`config.mk`:
```
export PLATFORM = sky130hd
export DESIGN_NAME = rtc_apb_arbiter
export DESIGN_NICKNAME = d
export VERILOG_FILES = /design/src/rtl/rtc_apb_arbiter.sv
export SDC_FILE = /design/constraint.sdc
export NUM_CORES = 1
export LEC_CHECK = 0
export BUFFER_PORTS_ARGS = -buffer_cell sky130_fd_sc_hd__buf_2
export CAP_MARGIN = 20
export CORE_ASPECT_RATIO = 1.25
export CORE_MARGIN = 1.5
export CORE_UTILIZATION = 40
export DETAILED_ROUTE_END_ITERATION = 6
export HOLD_SLACK_MARGIN = 0.12
export PLACE_DENSITY = 0.76
export RECOVER_POWER = 50
export SLEW_MARGIN = 5
export SYNTH_ARGS = -nofsm -noshare
export SYNTH_HDL_FRONTEND = slang
export SYNTH_SLANG_ARGS = --single-unit
```
`constraint.sdc`:
```
create_clock -name pclk -period 1.8 [get_ports pclk]
set_input_delay 0.27 -clock pclk [delete_from_list [all_inputs] [get_ports pclk]]
set_output_delay 0.27 -clock pclk [all_outputs]
set_load 0.01 [all_outputs]
```
`src/rtl/rtc_apb_arbiter.sv`:
```
// Round-robin APB master sharing one RTC slave between NUM_REQ requesters.
// Each accepted command runs one SETUP/ACCESS transfer and returns a one-cycle response.
module rtc_apb_arbiter #(
  parameter int NUM_REQ     = 2,
  parameter int TIMEOUT_CYC = 64
) (
  input  logic                  pclk,
  input  logic                  preset,
  input  logic [NUM_REQ-1:0]    req_valid,
  input  logic [NUM_REQ-1:0]    req_write,
  input  logic [NUM_REQ*8-1:0]  req_addr,
  input  logic [NUM_REQ*32-1:0] req_wdata,
  output logic [NUM_REQ-1:0]    req_ready,
  output logic [NUM_REQ-1:0]    rsp_valid,
  output logic [31:0]           rsp_rdata,
  output logic                  rsp_err,
  output logic                  busy,
  output logic [7:0]            paddr,
  output logic                  psel,
  output logic                  penable,
  output logic                  pwrite,
  output logic [31:0]           pwdata,
  input  logic                  pready,
  input  logic [31:0]           prdata
);

  localparam int IDX_W = (NUM_REQ > 1) ? $clog2(NUM_REQ) : 1;
  localparam int TMR_W = $clog2(TIMEOUT_CYC + 1);

  typedef enum logic [1:0] {IDLE, SETUP, ACCESS, RESP} state_t;

  state_t             state_q, state_d;
  logic [IDX_W-1:0]   rr_ptr_q, rr_ptr_d;
  logic [IDX_W-1:0]   gnt_q, gnt_d;
  logic [TMR_W-1:0]   tmr_q, tmr_d;
  logic [7:0]         paddr_q, paddr_d;
  logic               pwrite_q, pwrite_d;
  logic [31:0]        pwdata_q, pwdata_d;
  logic [31:0]        rsp_rdata_q, rsp_rdata_d;
  logic               rsp_err_q, rsp_err_d;

  logic               scan_hit;
  logic [IDX_W-1:0]   scan_idx;
  logic [IDX_W-1:0]   cand;
  logic               sel_write;
  logic [7:0]         sel_addr;
  logic [31:0]        sel_wdata;

  function automatic logic wr_addr_ok(input logic [7:0] a);
    return (a == 8'h00) || (a == 8'h04) || (a == 8'h08);
  endfunction

  // Scan starts just after the last served requester, so the most recent winner ranks last.
  always_comb begin
    scan_hit  = 1'b0;
    scan_idx  = '0;
    cand      = '0;
    sel_write = 1'b0;
    sel_addr  = '0;
    sel_wdata = '0;
    for (int k = 1; k <= NUM_REQ; k++) begin
      cand = IDX_W'((int'(rr_ptr_q) + k) % NUM_REQ);
      if (!scan_hit && req_valid[cand]) begin
        scan_hit = 1'b1;
        scan_idx = cand;
      end
    end
    for (int i = 0; i < NUM_REQ; i++) begin
      if (scan_idx == IDX_W'(i)) begin
        sel_write = req_write[i];
        sel_addr  = req_addr[8*i +: 8];
        sel_wdata = req_wdata[32*i +: 32];
      end
    end
  end

  always_comb begin
    state_d     = state_q;
    rr_ptr_d    = rr_ptr_q;
    gnt_d       = gnt_q;
    tmr_d       = tmr_q;
    paddr_d     = paddr_q;
    pwrite_d    = pwrite_q;
    pwdata_d    = pwdata_q;
    rsp_rdata_d = rsp_rdata_q;
    rsp_err_d   = rsp_err_q;
    case (state_q)
      IDLE: begin
        if (scan_hit) begin
          gnt_d    = scan_idx;
          paddr_d  = sel_addr;
          pwrite_d = sel_write;
          pwdata_d = sel_wdata;
          if (sel_write && !wr_addr_ok(sel_addr)) begin
            rsp_err_d   = 1'b1;
            rsp_rdata_d = '0;
            state_d     = RESP;
          end else begin
            state_d = SETUP;
          end
        end
      end
      SETUP: begin
        tmr_d   = '0;
        state_d = ACCESS;
      end
      ACCESS: begin
        // A pready on the final allowed cycle still completes normally.
        if (pready) begin
          rsp_rdata_d = pwrite_q ? 32'h0 : prdata;
          rsp_err_d   = 1'b0;
          state_d     = RESP;
        end else if (tmr_q == TMR_W'(TIMEOUT_CYC - 1)) begin
          rsp_rdata_d = '0;
          rsp_err_d   = 1'b1;
          state_d     = RESP;
        end else begin
          tmr_d = tmr_q + 1'b1;
        end
      end
      RESP: begin
        rr_ptr_d = gnt_q;
        state_d  = IDLE;
      end
      default: state_d = IDLE;
    endcase
  end

  always_ff @(posedge pclk) begin
    if (preset) begin
      state_q     <= IDLE;
      rr_ptr_q    <= IDX_W'(NUM_REQ - 1);
      gnt_q       <= '0;
      tmr_q       <= '0;
      paddr_q     <= '0;
      pwrite_q    <= 1'b0;
      pwdata_q    <= '0;
      rsp_rdata_q <= '0;
      rsp_err_q   <= 1'b0;
    end else begin
      state_q     <= state_d;
      rr_ptr_q    <= rr_ptr_d;
      gnt_q       <= gnt_d;
      tmr_q       <= tmr_d;
      paddr_q     <= paddr_d;
      pwrite_q    <= pwrite_d;
      pwdata_q    <= pwdata_d;
      rsp_rdata_q <= rsp_rdata_d;
      rsp_err_q   <= rsp_err_d;
    end
  end

  always_comb begin
    req_ready = '0;
    rsp_valid = '0;
    for (int i = 0; i < NUM_REQ; i++) begin
      req_ready[i] = (state_q == IDLE) && scan_hit && (scan_idx == IDX_W'(i));
      rsp_valid[i] = (state_q == RESP) && (gnt_q == IDX_W'(i));
    end
  end

  assign psel      = (state_q == SETUP) || (state_q == ACCESS);
  assign penable   = (state_q == ACCESS);
  assign busy      = (state_q != IDLE);
  assign paddr     = paddr_q;
  assign pwrite    = pwrite_q;
  assign pwdata    = pwdata_q;
  assign rsp_rdata = rsp_rdata_q;
  assign rsp_err   = rsp_err_q;

endmodule

```
# After elaboration in Yosys (flattened, before gate mapping)
# Cells that the tools add are included.
dict set report op_classes {
  n_addsub 3
  order_cmp 2
  n_eq_ne 11
  mux 30
  n_bitwise 2
  n_reduce_logical 21
}
# operator n
set op_table {}
lappend op_table {{$mux 32} 6}
lappend op_table {{$pmux 32 s2} 1}
lappend op_table {{$mux 7} 2}
lappend op_table {{$pmux 7 s2} 1}
lappend op_table {{$mux 1} 13}
lappend op_table {{$eq 8x3->1 const B} 1}
lappend op_table {{$eq 8x4->1 const B} 1}
lappend op_table {{$logic_not 8->1} 1}
lappend op_table {{$mux 2} 4}
lappend op_table {{$mux 8} 1}
lappend op_table {{$ne 2x2->1 const B} 4}
lappend op_table {{$pmux 2 s4} 1}
lappend op_table {{$add 7x1->7 const B} 1}
lappend op_table {{$eq 7x6->1 const B} 1}
lappend op_table {{$logic_and 1x1->1} 7}
lappend op_table {{$reduce_bool 2->1} 3}
lappend op_table {{$eq 2x2->1 const B} 2}
lappend op_table {{$lt 1x2->1 const B} 2}
lappend op_table {{$reduce_and 2->1} 2}
lappend op_table {{$reduce_and 4->1} 1}
lappend op_table {{$logic_or 1x1->1} 3}
lappend op_table {{$ne 3x1->1 const B} 1}
lappend op_table {{$reduce_and 3->1} 1}
lappend op_table {{$add 1x1->1 const B} 2}
lappend op_table {{other kinds (5)} 7}
dict set report word_totals {
  regBits 85
  inputBits 119
  output_inout_bits 81
  word_cells 78
}

# Logic depth before layout (Yosys ltp)
# Gate-level depths: netlist of the first run.
dict set report depth {
  ltp_word 16
  depth_mapped 10
  mapped_depth_nobuf 7
}

# Worst setup path after synthesis of the first run
# Ideal clock, no wire load.
dict set report synth_path {
  path_type {register -> register}
  startpoint {register tmr_q[0]}
  endpoint {register rsp_rdata_q[11], in the netlist rsp_rdata[11]}
  setup_ns 0.118
  arrival_ns 1.788
  required_time_ns 1.682
  setup_slack_ns -0.106
  path_stages_with_launch 9
  path_buffers 2
  synth_period_minus_slack_ns 1.906
  cell_sequence {dfxtp_1 -> ha_1 -> nand4b_2 -> or2_4 -> a31o_4 -> a211o_1 -> buf_6 -> buf_12 -> mux2i_1}
}
dict set report synth_via {
  elab_chain_len 3
}
# item line_no
set synth_lines {}
lappend synth_lines {{from (decl)} 35} ;# logic [TMR_W-1:0] tmr_q, tmr_d;
lappend synth_lines {{from (signal assigned)} 144} ;# tmr_q <= tmr_d;
lappend synth_lines {{$eq 7x6->1} 113} ;# end else if (tmr_q == TMR_W'(TIMEOUT_CYC - 1)) begin
lappend synth_lines {{$ne 3x1->1 (no source line)} n/a}
lappend synth_lines {{$reduce_and 4->1 (no source line)} n/a}
lappend synth_lines {{to (signal assigned)} 148} ;# rsp_rdata_q <= rsp_rdata_d;
lappend synth_lines {{to (decl)} 39} ;# logic [31:0] rsp_rdata_q, rsp_rdata_d;
# No other way between the ends.
# A chain may end at the register's enable or synchronous reset.

# Final worst setup path of the first run
dict set report layout_path {
  startpoint {register tmr_q[1]}
  endpoint {register rsp_rdata_q[10], in the netlist rsp_rdata[10]}
}
# Same word-level chain as after synthesis.

==> insert_results.sql, run 1 <==
INSERT INTO impl_metrics (metric_group, metric, value, unit) VALUES
('clock_tree', 'cts_buffers', '9', ''),
('synth', 'synth-edff-count', '0', ''),
('min_path', 'hold_path_end', 'rsp_rdata[19]$_SDFFE_PP0P_', ''),
('layout', 'nNetsFinal', '717', ''),
('sta', 'max_slew.worst_pin.slew', '0.4822', 'ns'),
('placement', 'place_area', '4790', 'µm²'),
('route', 'drcViolationCount', '0', ''),
('critical_path', 'cp_num_buf_inv', '1', ''),
('critical_path', 'timing_worst_setup_path_type', 'reg2reg', ''),
('synth', 'yosys_register_bits', '85', ''),
('synth', 'synth_top_family_by_area', 'simple AND/OR/NAND/NOR gates', ''),
('route', 'routedWlPerCell', '14.71', 'µm'),
('floorplan', 'die_h', '108.4', 'µm'),
('clock_tree', 'cts_num_sinks', '85', ''),
('layout', 'num-fill-cells', '809', ''),
('synth', 'synthesized_area', '3555', 'µm²'),
('synth', 'synth-simple-area-share', '17.25', '%'),
('critical_path', 'timing.critical_path.cells', 'ha_4 -> nand4b_4 -> or2_4 -> a31o_4 -> a211o_4 -> buf_12 -> mux2i_1', ''),
('sta', 'final.period_utilization', '103.3', '%'),
('synth', 'post_synth_mux_area_share', '11.55', '%'),
('floorplan', 'dieArea', '9465', 'µm²'),
('placement', 'port_buffers', '199', ''),
('power', 'power_frac_clock', '18.2', '%'),
('layout', 'proportion_of_layout_cells_with_a_drive_suffix_above_1', '34.45', '%'),
('status', 'violations', 'negative setup slack', ''),
('synth', 'yosys.area.top_type_share', '47.87', '%'),
('synth', 'post_synth_fa_ha_maj_area_fraction', '1.760', '%'),
('job', 'maxCapViolations', '0', ''),
('sta', 'finalSetupViolations', '32', ''),
('route', 'routed_wirelength', '10580', 'µm'),
('floorplan', 'starting_density_of_the_core', '41.08', '%'),
('synth', 'yosysSeqAreaShare', '47.87', '%'),
('route', 'route.detailed.vias_per_inst', '5.115', ''),
('global_route', 'grt_first_pass_wirelength', '15780', 'µm'),
('placement', 'place_congestion', '0.8576', ''),
('global_route', 'grt.overflow.total', '0', ''),
('sta', 'hold_viol_final', '0', ''),
('power', 'peakVddDrop', '0.9168', 'mV'),
('sta', 'min_period', '1.859', 'ns'),
('clock_tree', 'clk_pin_slew_worst_paths', '0.09', 'ns'),
('critical_path', 'worst_r2r_endpoint', 'rsp_rdata[10]$_SDFFE_PP0P_', ''),
('layout', 'final_cell_area', '5102', 'µm²'),
('sta', 'timing_max_transition_violations_final', '0', ''),
('synth', 'synth_fp_nets', '501', ''),
('sta', 'fin_ws', '-0.05930', 'ns'),
('route', 'drtPass1Iterations', '5', ''),
('clock_tree', 'clk_root_buffer_cell', 'sky130_fd_sc_hd__clkbuf_8', ''),
('clock_tree', 'clockBufferDepth', '2', ''),
('critical_path', 'critPathSlowestCell', 'sky130_fd_sc_hd__dfxtp_2', ''),
('power', 'switching_power', '2.745', 'mW'),
('clock_tree', 'ctsHtreeMaxLevel', '3', ''),
('synth', 'yosys.area_share.xor_xnor', '0.7392', '%'),
('min_path', 'whs_path_cells', '3', ''),
('placement', 'dpl.hpwl', '7350', 'µm'),
('layout', 'area.growth.synth_to_final', '43.54', '%'),
('synth', 'yosys_warnings', '0', ''),
('status', 'run_status', 'finished with violations', ''),
('global_route', 'globalRouteTotalUtil', '21.72', '%'),
('critical_path', 'r2r-start', 'tmr_q[1]$_SDFFE_PP0P_', ''),
('floorplan', 'fp.coreArea', '8653', 'µm²'),
('synth', 'postSynth.topFlopCell', 'sky130_fd_sc_hd__dfxtp_1', ''),
('power', 'p_int', '4.604', 'mW'),
('synth', 'syn-mean-instance-area', '9.429', 'µm²'),
('synth', 'largest_cells_by_area_after_synthesis', 'sky130_fd_sc_hd__dfxtp_1 (48%), sky130_fd_sc_hd__mux2i_1 (12%), sky130_fd_sc_hd__a222oi_1 (9.0%)', ''),
('critical_path', 'worst_setup_path_start_kind', 'flop', ''),
('synth', 'async_flop_share', '0', '%'),
('synth', 'synth.lib_cells_used.distinct', '41', ''),
('synth', 'post_syn_instances', '377', ''),
('critical_path', 'worstRegToRegCells', '7', ''),
('sta', 'fin_skew', '0.008136', 'ns'),
('floorplan', 'placement_rows', '38', '');
-- power groups by stage --
stage / clock, mW / sequential [mW] / combinational, mW
CTS: 1.38 / 2.44 / 3.61
detailed placement: 0 / 2.47 / 3.06
global placement: 0 / 2.46 / 2.98
finish: 1.33 / 2.44 / 3.57
floorplan: 0 / 2.60 / 2.04
global route: 1.46 / 2.49 / 3.84
-- sequential cells by signal, summed over array words and instances, names as in the netlist --
name / flops
rsp_rdata: 32
gnt_q: 1
tmr_q: 7
paddr: 8
rsp_err: 1
state_q: 2
pwdata: 32
pwrite: 1
rr_ptr_q: 1
-- how the worst max path moves through the flow --
stage          cells past startpoint                    endpoint
2_1_floorplan                      8  rsp_rdata[11]$_SDFFE_PP0P_
3_5_place_dp                       7   rsp_rdata[3]$_SDFFE_PP0P_
6_report                           7  rsp_rdata[10]$_SDFFE_PP0P_
5_1_grt                            7  rsp_rdata[25]$_SDFFE_PP0P_
4_1_cts                            7  rsp_rdata[15]$_SDFFE_PP0P_
3_3_place_gp                       7   rsp_rdata[4]$_SDFFE_PP0P_
-- area by class of cell --
cell class | instances | area share [%]
multi-input combinational | 257 | 34.11
sequential | 85 | 33.45
timing repair buffer | 233 | 25.01
tap | 120 | 2.943
clock buffer | 10 | 2.697
clock inverter | 6 | 1.226
inverter | 7 | 0.5150
antenna | 1 | 0.04904
-- cells in the final DEF, fill, tap and decap left out, types with 3 or more instances in the layout --
| master | count |
|---|---|
| sky130_fd_sc_hd__a211oi_1 | 12 |
| sky130_fd_sc_hd__mux2i_1 | 41 |
| sky130_fd_sc_hd__inv_2 | 3 |
| sky130_fd_sc_hd__clkinv_2 | 3 |
| sky130_fd_sc_hd__nor2_1 | 52 |
| sky130_fd_sc_hd__a21oi_1 | 5 |
| sky130_fd_sc_hd__buf_2 | 134 |
| sky130_fd_sc_hd__clkbuf_1 | 64 |
| sky130_fd_sc_hd__dfxtp_2 | 4 |
| sky130_fd_sc_hd__nand3_1 | 3 |
| sky130_fd_sc_hd__a222oi_1 | 32 |
| sky130_fd_sc_hd__clkbuf_8 | 10 |
| sky130_fd_sc_hd__buf_4 | 27 |
| sky130_fd_sc_hd__nand2_1 | 70 |
| sky130_fd_sc_hd__buf_12 | 4 |
| sky130_fd_sc_hd__dfxtp_1 | 81 |
| sky130_fd_sc_hd__inv_1 | 3 |
| sky130_fd_sc_hd__ha_1 | 3 |
-- cell usage after synthesis (2+ instances only) --
| cell type | instances |
|---|---|
| sky130_fd_sc_hd__a211o_1 | 3 |
| sky130_fd_sc_hd__a211oi_1 | 12 |
| sky130_fd_sc_hd__a21oi_1 | 5 |
| sky130_fd_sc_hd__a222oi_1 | 32 |
| sky130_fd_sc_hd__and2_1 | 2 |
| sky130_fd_sc_hd__buf_12 | 3 |
| sky130_fd_sc_hd__clkbuf_1 | 23 |
| sky130_fd_sc_hd__dfxtp_1 | 85 |
| sky130_fd_sc_hd__ha_1 | 5 |
| sky130_fd_sc_hd__inv_1 | 5 |
| sky130_fd_sc_hd__mux2i_1 | 41 |
| sky130_fd_sc_hd__nand2_1 | 71 |
| sky130_fd_sc_hd__nand3_1 | 3 |
| sky130_fd_sc_hd__nand4_1 | 2 |
| sky130_fd_sc_hd__nor2_1 | 53 |
| sky130_fd_sc_hd__nor3_1 | 4 |
| sky130_fd_sc_hd__nor4_1 | 2 |
| sky130_fd_sc_hd__o21ai_0 | 2 |
| sky130_fd_sc_hd__xor2_1 | 2 |
-- tightest hold or removal path, delay by kind of cell --
kind                   cells  cell delay, ns
buffers and inverters      1            0.09
muxes                      1            0.05
and+or+nand+nor            1            0.04
-- stage by stage --
stage / instances / TNS, ns / power (mW) / setup WS [ns]
2_1_floorplan: 377 / -0.8029 / 4.640 / -0.02702
3_3_place_gp: 690 / -0.3678 / 5.438 / -0.01393
3_5_place_dp: 690 / -1.579 / 5.528 / -0.06124
4_1_cts: 714 / -1.570 / 7.419 / -0.05613
5_1_grt: 718 / -3.499 / 7.789 / -0.1271
6_report: 719 / -1.587 / 7.350 / -0.05930
-- what timing repair did --
action	in CTS	in global routing
setup endpoints to repair	35	50
resized for setup	12	3
pin swaps	2	6
gates cloned	3	0
hold buffers	0	0
buffers inserted	5	5
-- per-layer routing --
metal | vias to the layer above | wire [µm] | track usage (%)
met5 | - | 0 | 0
met4 | 0 | 255 | 11.00
met3 | 18 | 788 | 4.733
met2 | 178 | 5386 | 38.96
met1 | 1687 | 4149 | 23.69
li1 | 1795 | - | -
-- kinds of logic after synthesis --
kind of cell	count (synthesis)
and+or+nand+nor	145
muxes	41
buffers and inverters	35
AOI/OAI and AO/OA	63
DFF	85
adders and majority gates	5
xor gates and xnor gates	3
(Power assumes the default switching activity.)
==> run 2: changes to the inputs <==
--- a/config.mk
+++ b/config.mk
@@ -6,8 +6,6 @@
 export NUM_CORES = 1
 export LEC_CHECK = 0
 export BUFFER_PORTS_ARGS = -buffer_cell sky130_fd_sc_hd__buf_2
-export CAP_MARGIN = 20
-export CORE_ASPECT_RATIO = 1.25
 export CORE_MARGIN = 1.5
 export CORE_UTILIZATION = 40
 export DETAILED_ROUTE_END_ITERATION = 6
==> constraint.sdc (replaced) <==
create_clock -name pclk -period 1.6 [get_ports pclk]
set_input_delay 0.24 -clock pclk [delete_from_list [all_inputs] [get_ports pclk]]
set_output_delay 0.24 -clock pclk [all_outputs]
set_load 0.01 [all_outputs]
==> insert_results.sql, run 2 (same netlist as run 1, synthesis figures left out) <==
INSERT INTO impl_metrics (metric_group, metric, value, unit) VALUES
('clock_tree', 'cts_num_sinks', '85', ''),
('sta', 'fin_skew', '0.01289', 'ns'),
('power', 'p_leak', '2.665', 'nW'),
('power', 'power', '8.937', 'mW'),
('floorplan', 'fp.coreArea', '8678', 'µm²'),
('floorplan', 'die_width', '97.27', 'µm'),
('floorplan', 'die_h', '97.27', 'µm'),
('layout', 'layout.cells.most_common', 'sky130_fd_sc_hd__buf_2', ''),
('global_route', 'grt_start_max_net_pins', '36', ''),
('power', 'switching_power_as_a_share_of_total_power', '36.65', '%'),
('route', 'drcViolationCount', '0', ''),
('route', 'route.detailed.vias_per_inst', '5.102', ''),
('clock_tree', 'tritoncts_clock_tree', 'built', ''),
('min_path', 'timing.hold.worst.class', 'in2reg', ''),
('route', 'num_vias', '3862', ''),
('layout', 'num_antenna_cells', '0', ''),
('critical_path', 'cp.depth', '7', ''),
('global_route', 'grt_first_pass_wirelength', '17640', 'µm'),
('layout', 'final_cell_area', '5723', 'µm²'),
('global_route', 'globalRouteTotalUtil', '22.75', '%'),
('critical_path', 'r2r-start', 'tmr_q[1]$_SDFFE_PP0P_', ''),
('sta', 'timing.slew.headroom', '73.53', '%'),
('power', 'peakVddDrop', '0.8302', 'mV'),
('min_path', 'min-delay-start', 'prdata[14]', ''),
('route', 'drtAntennaViolNets', '0', ''),
('global_route', 'grt_pass1_vias', '3766', ''),
('placement', 'place_congestion', '0.8698', ''),
('power', 'power_frac_clock', '17.1', '%'),
('sta', 'max_slew.worst_pin.slew', '0.3971', 'ns'),
('critical_path', 'end_kind', 'flop', ''),
('power', 'switching_power', '3.275', 'mW'),
('sta', 'timing_max_transition_violations_final', '0', ''),
('power', 'p_int', '5.662', 'mW'),
('layout', 'num-fill-cells', '704', ''),
('critical_path', 'worst_setup_path_start_kind', 'flop', ''),
('floorplan', 'starting_density_of_the_core', '40.96', '%'),
('floorplan', 'placement_rows', '34', ''),
('placement', 'numPlacedInstances', '698', ''),
('power', 'power.share.sequential', '30.7', '%'),
('critical_path', 'worst_ep_arrival_time', '2.08', 'ns'),
('sta', 'hold_viol_final', '0', ''),
('sta', 'max_freq', '542.5', 'MHz'),
('min_path', 'whs_path_cells', '3', ''),
('route', 'detail_route.iter0.violations', '169', ''),
('route', 'drtPass1Iterations', '6', ''),
('min_path', 'hold_path_end', 'rsp_rdata[14]$_SDFFE_PP0P_', ''),
('critical_path', 'reg2reg_setup_slack', '-0.24', 'ns'),
('sta', 'finalHoldWorstSlack', '0.1344', 'ns'),
('clock_tree', 'clockBufferDepth', '2', ''),
('layout', 'proportion_of_layout_cells_with_a_drive_suffix_above_1', '40.22', '%'),
('critical_path', 'cp_num_buf_inv', '1', ''),
('route', 'routed_wirelength', '11320', 'µm'),
('sta', 'rsz0062_at_grt', 'yes', ''),
('critical_path', 'timing.critical_path.cells', 'ha_4 -> nand4b_4 -> or2_4 -> a31o_4 -> a211o_4 -> buf_16 -> mux2i_1', ''),
('sta', 'fin_ws', '-0.2432', 'ns'),
('floorplan', 'io_count', '200', ''),
('placement', 'place_area', '4942', 'µm²'),
('status', 'run_status', 'finished with violations', ''),
('status', 'violations', 'negative setup slack', ''),
('route', 'routedWlPerCell', '14.96', 'µm'),
('clock_tree', 'clk_root_buffer_cell', 'sky130_fd_sc_hd__clkbuf_8', ''),
('clock_tree', 'clk_pin_slew_worst_paths', '0.09', 'ns'),
('critical_path', 'critPathSlowestCell', 'sky130_fd_sc_hd__dfxtp_2', ''),
('global_route', 'number_of_antenna_violations_at_the_first_check_in_global_routing', '0', ''),
('sta', 'final.period_utilization', '115.2', '%'),
('layout', 'number_of_cells_in_the_finished_layout_apart_from_fillers', '757', ''),
('layout', 'layout.area.seq', '1708', 'µm²'),
('floorplan', 'dieArea', '9461', 'µm²'),
('sta', 'finalSetupViolations', '44', ''),
('sta', 'min_period', '1.843', 'ns'),
('critical_path', 'worst_r2r_endpoint', 'rsp_rdata[6]$_SDFFE_PP0P_', ''),
('job', 'maxCapViolations', '0', ''),
('layout', 'area.growth.synth_to_final', '61.00', '%'),
('critical_path', 'timing_worst_setup_path_type', 'reg2reg', ''),
('placement', 'port_buffers', '199', ''),
('critical_path', 'worstRegToRegCells', '7', ''),
('clock_tree', 'clk-insertion-delay-late', '0.35', 'ns'),
('critical_path', 'cp_top_family', 'compound AO/OA/AOI/OAI gates', ''),
('layout', 'mostFrequentLayoutCells', 'sky130_fd_sc_hd__buf_2 (153), sky130_fd_sc_hd__dfxtp_1 (80), sky130_fd_sc_hd__nand2_1 (71), sky130_fd_sc_hd__nor2_1 (51), sky130_fd_sc_hd__clkbuf_1 (45)', ''),
('layout', 'nNetsFinal', '768', ''),
('power', 'pwr_density_cell', '1562', 'nW/µm²'),
('power', 'comb_power_share', '52.3', '%'),
('clock_tree', 'cts_buffers', '9', ''),
('placement', 'dpl.hpwl', '7034', 'µm'),
('critical_path', 'critical_path_required_time', '1.84', 'ns'),
('clock_tree', 'ctsHtreeMaxLevel', '3', ''),
('layout', 'multiInputGateArea', '1787', 'µm²'),
('critical_path', 'crit_path_max_incr_delay', '0.36', 'ns'),
('critical_path', 'critical_path.max_fanout', '16', ''),
('global_route', 'grt.overflow.total', '0', '');
==> run 2: changes by cell type in the layout (fill, tap and decap cells not counted), sizes merged <==
cell         change
buf             +47
dlygate4sd3     +21
clkbuf          -17
bufbuf           -1
clkinv           -1
clkinvlp         +1
diode            -1
inv              +1
==> run 2: cell type report <==
class | count | area share (%)
Clock inverter | 7 | 1.290
Sequential cell | 85 | 29.84
Multi-Input combinational cell | 257 | 31.22
Inverter | 7 | 0.4591
Timing Repair Buffer | 284 | 32.66
Tap cell | 108 | 2.361
Clock buffer | 9 | 2.164
==> run 2: worst max path at each step <==
stage	start	endpoint
2_1_floorplan	tmr_q[1]$_SDFFE_PP0P_	rsp_rdata[11]$_SDFFE_PP0P_
3_3_place_gp	tmr_q[1]$_SDFFE_PP0P_	rsp_rdata[21]$_SDFFE_PP0P_
3_5_place_dp	tmr_q[1]$_SDFFE_PP0P_	rsp_rdata[17]$_SDFFE_PP0P_
4_1_cts	tmr_q[1]$_SDFFE_PP0P_	rsp_rdata[17]$_SDFFE_PP0P_
5_1_grt	tmr_q[1]$_SDFFE_PP0P_	rsp_rdata[8]$_SDFFE_PP0P_
6_report	tmr_q[1]$_SDFFE_PP0P_	rsp_rdata[6]$_SDFFE_PP0P_
==> run 2: layer usage <==
| metal | part of all wire (%) | up-vias | track usage, % |
|---|---|---|---|
| met5 | 0 | - | 0 |
| met4 | 0.77 | 0 | 6.264 |
| met3 | 6.3 | 7 | 5.540 |
| met2 | 53 | 157 | 43.46 |
| met1 | 40 | 1793 | 24.82 |
| li1 | - | 1905 | - |
==> run 2: timing repair <==
item	CTS	global route
buffers inserted	4	13
pin swaps	12	24
hold buffers	20	1
endpoints found under the setup margin	55	78
resized for setup	14	24
endpoints found under the hold margin	20	1
cloned	3	3
==> run 2: through the flow <==
step	setup slack [ns]	setup TNS, ns	utilization [%]
floorplan	-0.2270	-7.121	-
global placement	-0.2115	-6.889	56.95
detailed placement	-0.2514	-8.058	56.95
CTS	-0.2420	-11.41	63.64
global route	-0.3219	-12.27	65.95
finish	-0.2432	-8.048	65.95
==> run 2: worst register-to-register path: cells and delay by family (launching register included) <==
family | cells | cell delay [ns]
buffers and inverters | 1 | 0.19
multiplexers | 1 | 0.12
AO/OA/AOI/OAI | 2 | 0.57
flip-flops | 1 | 0.36
adder cells (fa/ha/maj) | 1 | 0.15
AND/OR/NAND/NOR | 2 | 0.35
==> run 2: power groups by stage <==
stage,sequential (mW),clock [mW],combinational [mW]
2_1_floorplan,2.93,0,2.40
3_3_place_gp,2.75,0,3.54
3_5_place_dp,2.77,0,3.62
4_1_cts,2.72,1.57,4.20
5_1_grt,2.79,1.67,5.03
6_report,2.74,1.52,4.67
==> run 3: changes to the inputs <==
--- a/config.mk
+++ b/config.mk
@@ -5,9 +5,10 @@
 export SDC_FILE = /design/constraint.sdc
 export NUM_CORES = 1
 export LEC_CHECK = 0
+export ABC_AREA = 1
 export BUFFER_PORTS_ARGS = -buffer_cell sky130_fd_sc_hd__buf_2
-export CORE_MARGIN = 1.5
-export CORE_UTILIZATION = 40
+export CORE_MARGIN = 2
+export CORE_UTILIZATION = 41
 export DETAILED_ROUTE_END_ITERATION = 6
 export HOLD_SLACK_MARGIN = 0.12
 export PLACE_DENSITY = 0.76
==> insert_results.sql, run 3 <==
INSERT INTO impl_metrics (metric_group, metric, value, unit) VALUES
('status', 'run_status', 'finished with violations', ''),
('status', 'violations', 'negative setup slack', ''),
('sta', 'finalSetupViolations', '37', ''),
('route', 'routed_wirelength', '12780', 'µm'),
('power', 'p_leak', '2.936', 'nW'),
('critical_path', 'critical_path_required_time', '1.85', 'ns'),
('critical_path', 'worst_r2r_endpoint', 'rsp_rdata[3]$_SDFFE_PP0P_', ''),
('critical_path', 'reg2reg_setup_slack', '-0.19', 'ns'),
('sta', 'fin_skew', '0.01201', 'ns'),
('synth', 'async_flop_share', '0', '%'),
('critical_path', 'timing_worst_setup_path_type', 'reg2reg', ''),
('clock_tree', 'clk_pin_slew_worst_paths', '0.10', 'ns'),
('floorplan', 'die_width', '101.9', 'µm'),
('route', 'wl_met2', '6640', 'µm'),
('layout', 'area.growth.synth_to_final', '52.20', '%'),
('synth', 'synth-simple-area-share', '33.28', '%'),
('critical_path', 'worstRegToRegCells', '11', ''),
('synth', 'synth-edff-count', '0', ''),
('critical_path', 'end_kind', 'flop', ''),
('sta', 'rsz0062_at_grt', 'yes', ''),
('critical_path', 'worst_ep_arrival_time', '2.05', 'ns'),
('layout', 'final_cell_area', '5979', 'µm²'),
('layout', 'mostFrequentLayoutCells', 'sky130_fd_sc_hd__nand2_1 (200), sky130_fd_sc_hd__buf_2 (150), sky130_fd_sc_hd__dfxtp_1 (80), sky130_fd_sc_hd__nor2_1 (65)', ''),
('power', 'peakVddDrop', '1.077', 'mV'),
('clock_tree', 'tritoncts_clock_tree', 'built', ''),
('global_route', 'grt.overflow.total', '0', ''),
('sta', 'min_period', '1.792', 'ns'),
('layout', 'proportion_of_layout_cells_with_a_drive_suffix_above_1', '33.61', '%'),
('critical_path', 'timing.critical_path.cells', 'ha_4 -> nand2_4 -> nor3_4 -> nand2_1 -> nand2_1 -> nand2_2 -> a21oi_4 -> buf_8 -> nand2_8 -> nor2_1 -> nor2_1', ''),
('synth', 'post_synth_mux_area_share', '0', '%'),
('min_path', 'min-delay-start', 'req_wdata[14]', ''),
('synth', 'largest_cells_by_area_after_synthesis', 'sky130_fd_sc_hd__dfxtp_1 (43%), sky130_fd_sc_hd__nand2_1 (20%), sky130_fd_sc_hd__nor2_1 (6.8%)', ''),
('clock_tree', 'clockBufferDepth', '2', ''),
('placement', 'place_area', '5311', 'µm²'),
('critical_path', 'critical_path.max_fanout', '13', ''),
('floorplan', 'placement_rows', '35', ''),
('synth', 'yosys.cell_count.top_type', 'sky130_fd_sc_hd__nand2_1', ''),
('sta', 'timing_max_transition_violations_final', '0', ''),
('route', 'route.met3.wl', '857', 'µm'),
('synth', 'synth_commonest_cells', 'sky130_fd_sc_hd__nand2_1 (208), sky130_fd_sc_hd__dfxtp_1 (85), sky130_fd_sc_hd__nor2_1 (71)', ''),
('floorplan', 'die_h', '101.9', 'µm'),
('synth', 'synth.lib_cells_used.distinct', '26', ''),
('global_route', 'number_of_antenna_violations_at_the_first_check_in_global_routing', '0', ''),
('sta', 'final.period_utilization', '112.0', '%'),
('global_route', 'grt_start_max_net_pins', '41', ''),
('power', 'power', '11.94', 'mW'),
('critical_path', 'crit_path_max_incr_delay', '0.36', 'ns'),
('clock_tree', 'cts_num_sinks', '85', ''),
('route', 'routedWlPerCell', '13.32', 'µm'),
('power', 'pwr_density_cell', '1997', 'nW/µm²'),
('clock_tree', 'cts_buffers', '9', ''),
('floorplan', 'dieArea', '10380', 'µm²'),
('layout', 'num_antenna_cells', '0', ''),
('route', 'detail_route.iter0.violations', '137', ''),
('sta', 'timing.slew.headroom', '65.60', '%'),
('sta', 'max_slew.worst_pin.slew', '0.5128', 'ns'),
('clock_tree', 'postCtsHoldBufs', '0', ''),
('placement', 'dpl.hpwl', '8413', 'µm'),
('route', 'drtAntennaViolNets', '0', ''),
('layout', 'num-fill-cells', '842', ''),
('route', 'num_vias', '4630', ''),
('synth', 'synth-compound-area-share', '12.36', '%'),
('synth', 'synthesized_area', '3929', 'µm²'),
('route', 'route.detailed.vias_per_inst', '4.828', ''),
('layout', 'number_of_cells_in_the_finished_layout_apart_from_fillers', '959', ''),
('sta', 'final.setup.tns', '-5.119', 'ns'),
('route', 'topRoutingLayerUsed', 'met4', ''),
('min_path', 'whs_path_cells', '3', ''),
('critical_path', 'cp_top_family', 'simple AND/OR/NAND/NOR gates', ''),
('placement', 'place_congestion', '0.8537', ''),
('synth', 'yosys_warnings', '0', ''),
('synth', 'yosys_register_bits', '85', ''),
('synth', 'synth_top_family_by_area', 'simple AND/OR/NAND/NOR gates', ''),
('route', 'met1_layer_wirelength_in_the_final_routing', '5146', 'µm'),
('synth', 'yosys.area.top_type_share', '43.31', '%'),
('floorplan', 'starting_density_of_the_core', '42.32', '%'),
('route', 'drcViolationCount', '0', ''),
('synth', 'post_synth_fa_ha_maj_area_fraction', '1.592', '%'),
('critical_path', 'worst_setup_path_start_kind', 'flop', ''),
('sta', 'hold_viol_final', '0', ''),
('clock_tree', 'ctsHtreeMaxLevel', '3', ''),
('synth', 'yosysSeqAreaShare', '43.31', '%'),
('layout', 'layout.cells.most_common', 'sky130_fd_sc_hd__nand2_1', ''),
('global_route', 'grt_pass1_vias', '4266', ''),
('sta', 'fin_ws', '-0.1922', 'ns'),
('synth', 'postSynth.topFlopCell', 'sky130_fd_sc_hd__dfxtp_1', ''),
('floorplan', 'io_count', '200', ''),
('synth', 'syn-mean-instance-area', '6.716', 'µm²'),
('clock_tree', 'clk_root_buffer_cell', 'sky130_fd_sc_hd__clkbuf_8', ''),
('synth', 'synth_fp_nets', '709', ''),
('critical_path', 'critPathSlowestCell', 'sky130_fd_sc_hd__dfxtp_2', ''),
('synth', 'synth_top_cell_by_area', 'sky130_fd_sc_hd__dfxtp_1', ''),
('critical_path', 'r2r-start', 'tmr_q[1]$_SDFFE_PP0P_', ''),
('critical_path', 'cp_num_buf_inv', '1', ''),
('min_path', 'hold_path_end', 'pwdata[14]$_SDFFE_PP0P_', ''),
('global_route', 'grt_first_pass_wirelength', '19090', 'µm'),
('clock_tree', 'clk-insertion-delay-late', '0.35', 'ns'),
('job', 'maxCapViolations', '0', ''),
('synth', 'yosys.area_share.xor_xnor', '0.4459', '%'),
('layout', 'nNetsFinal', '949', ''),
('placement', 'numPlacedInstances', '917', ''),
('min_path', 'timing.hold.worst.class', 'in2reg', ''),
('floorplan', 'fp.coreArea', '9284', 'µm²'),
('placement', 'placement.setup.worst_slack', '-0.1788', 'ns'),
('synth', 'post_syn_instances', '585', ''),
('global_route', 'globalRouteTotalUtil', '22.91', '%'),
('placement', 'port_buffers', '199', ''),
('route', 'drtPass1Iterations', '6', ''),
('sta', 'max_freq', '558.0', 'MHz');
[run 3: cell count changes in the layout (fill, tap and decap cells not counted), sizes merged, moves of 3 or more]
cell	before	now
a222oi	32	0
o21ai	3	9
inv	7	53
nand3	3	30
dlygate4sd3	21	0
a21oi	5	40
nand3b	0	7
nand2	72	213
a211o	3	0
nor2	53	71
mux2i	41	0
a31oi	0	33
a211oi	12	1
[run 3: report_power, final]
part	switching [mW]	total (mW)	internal, mW	leakage (nW)
registers	0.432	3.34	2.91	0.701
clock network	0.820	1.71	0.888	0.110
logic	3.91	6.89	2.98	2.13
[run 3: cell families after synthesis]
family          after synthesis
compound gates               83
xor+xnor                      2
fa+ha+maj                     5
buf+inv                      86
flops                        85
simple gates                324
[run 3: worst reg2reg max path: cells and delay by family (launching register included)]
kind | cells | cell delay [ns]
AOI/OAI and AO/OA | 1 | 0.21
adders and majority gates | 1 | 0.15
and+or+nand+nor | 8 | 0.79
buffers and inverters | 1 | 0.19
DFF | 1 | 0.36
[run 3: layout make-up]
cell class                 count  area [µm²]  area share, %
clock buffer                   9       123.9          2.072
tap                          129       161.4          2.699
multi-input combinational    416        2062          34.48
inverter                      53       201.4          3.369
clock inverter                 7       98.84          1.653
sequential                    85        1708          28.56
timing repair buffer         260        1624          27.16
[run 3: worst max path at each step]
stage	endpoint	cells past startpoint	start	slack [ns]
after floorplan	req_ready[0]	7	state_q[0]$_SDFFE_PP0P_	0.01
after global placement	rsp_rdata[17]$_SDFFE_PP0P_	14	req_valid[0]	-0.13
after detailed placement	rsp_rdata[13]$_SDFFE_PP0P_	14	req_valid[0]	-0.18
after CTS	req_ready[0]	8	state_q[1]$_SDFFE_PP0P_	-0.14
after global routing	rsp_rdata[2]$_SDFFE_PP0P_	12	tmr_q[0]$_SDFFE_PP0P_	-0.31
final	rsp_rdata[3]$_SDFFE_PP0P_	11	tmr_q[1]$_SDFFE_PP0P_	-0.19
[run 3: layer usage]
metal / GRT usage, % / vias to the layer above
met4: 8.205 / 0
li1: - / 2332
met1: 26.43 / 2112
met2: 41.90 / 174
met5: 0 / -
met3: 4.651 / 12
[run 3: per-stage QoR]
step                      hold slack, ns  util (%)
after floorplan                   0.3973         -
after global placement            0.4423     57.21
after detailed placement          0.4586     57.21
after CTS                         0.1224     62.63
after global routing              0.1315     64.41
final                             0.1422     64.41
[run 3: what timing repair did]
item                                    in CTS  in global routing
pin swaps                                    2                 11
endpoints found under the setup margin      52                 75
buffers inserted                            14                 11
gates cloned                                 3                  3
endpoints found under the hold margin        0                  0
resized for setup                           22                 40
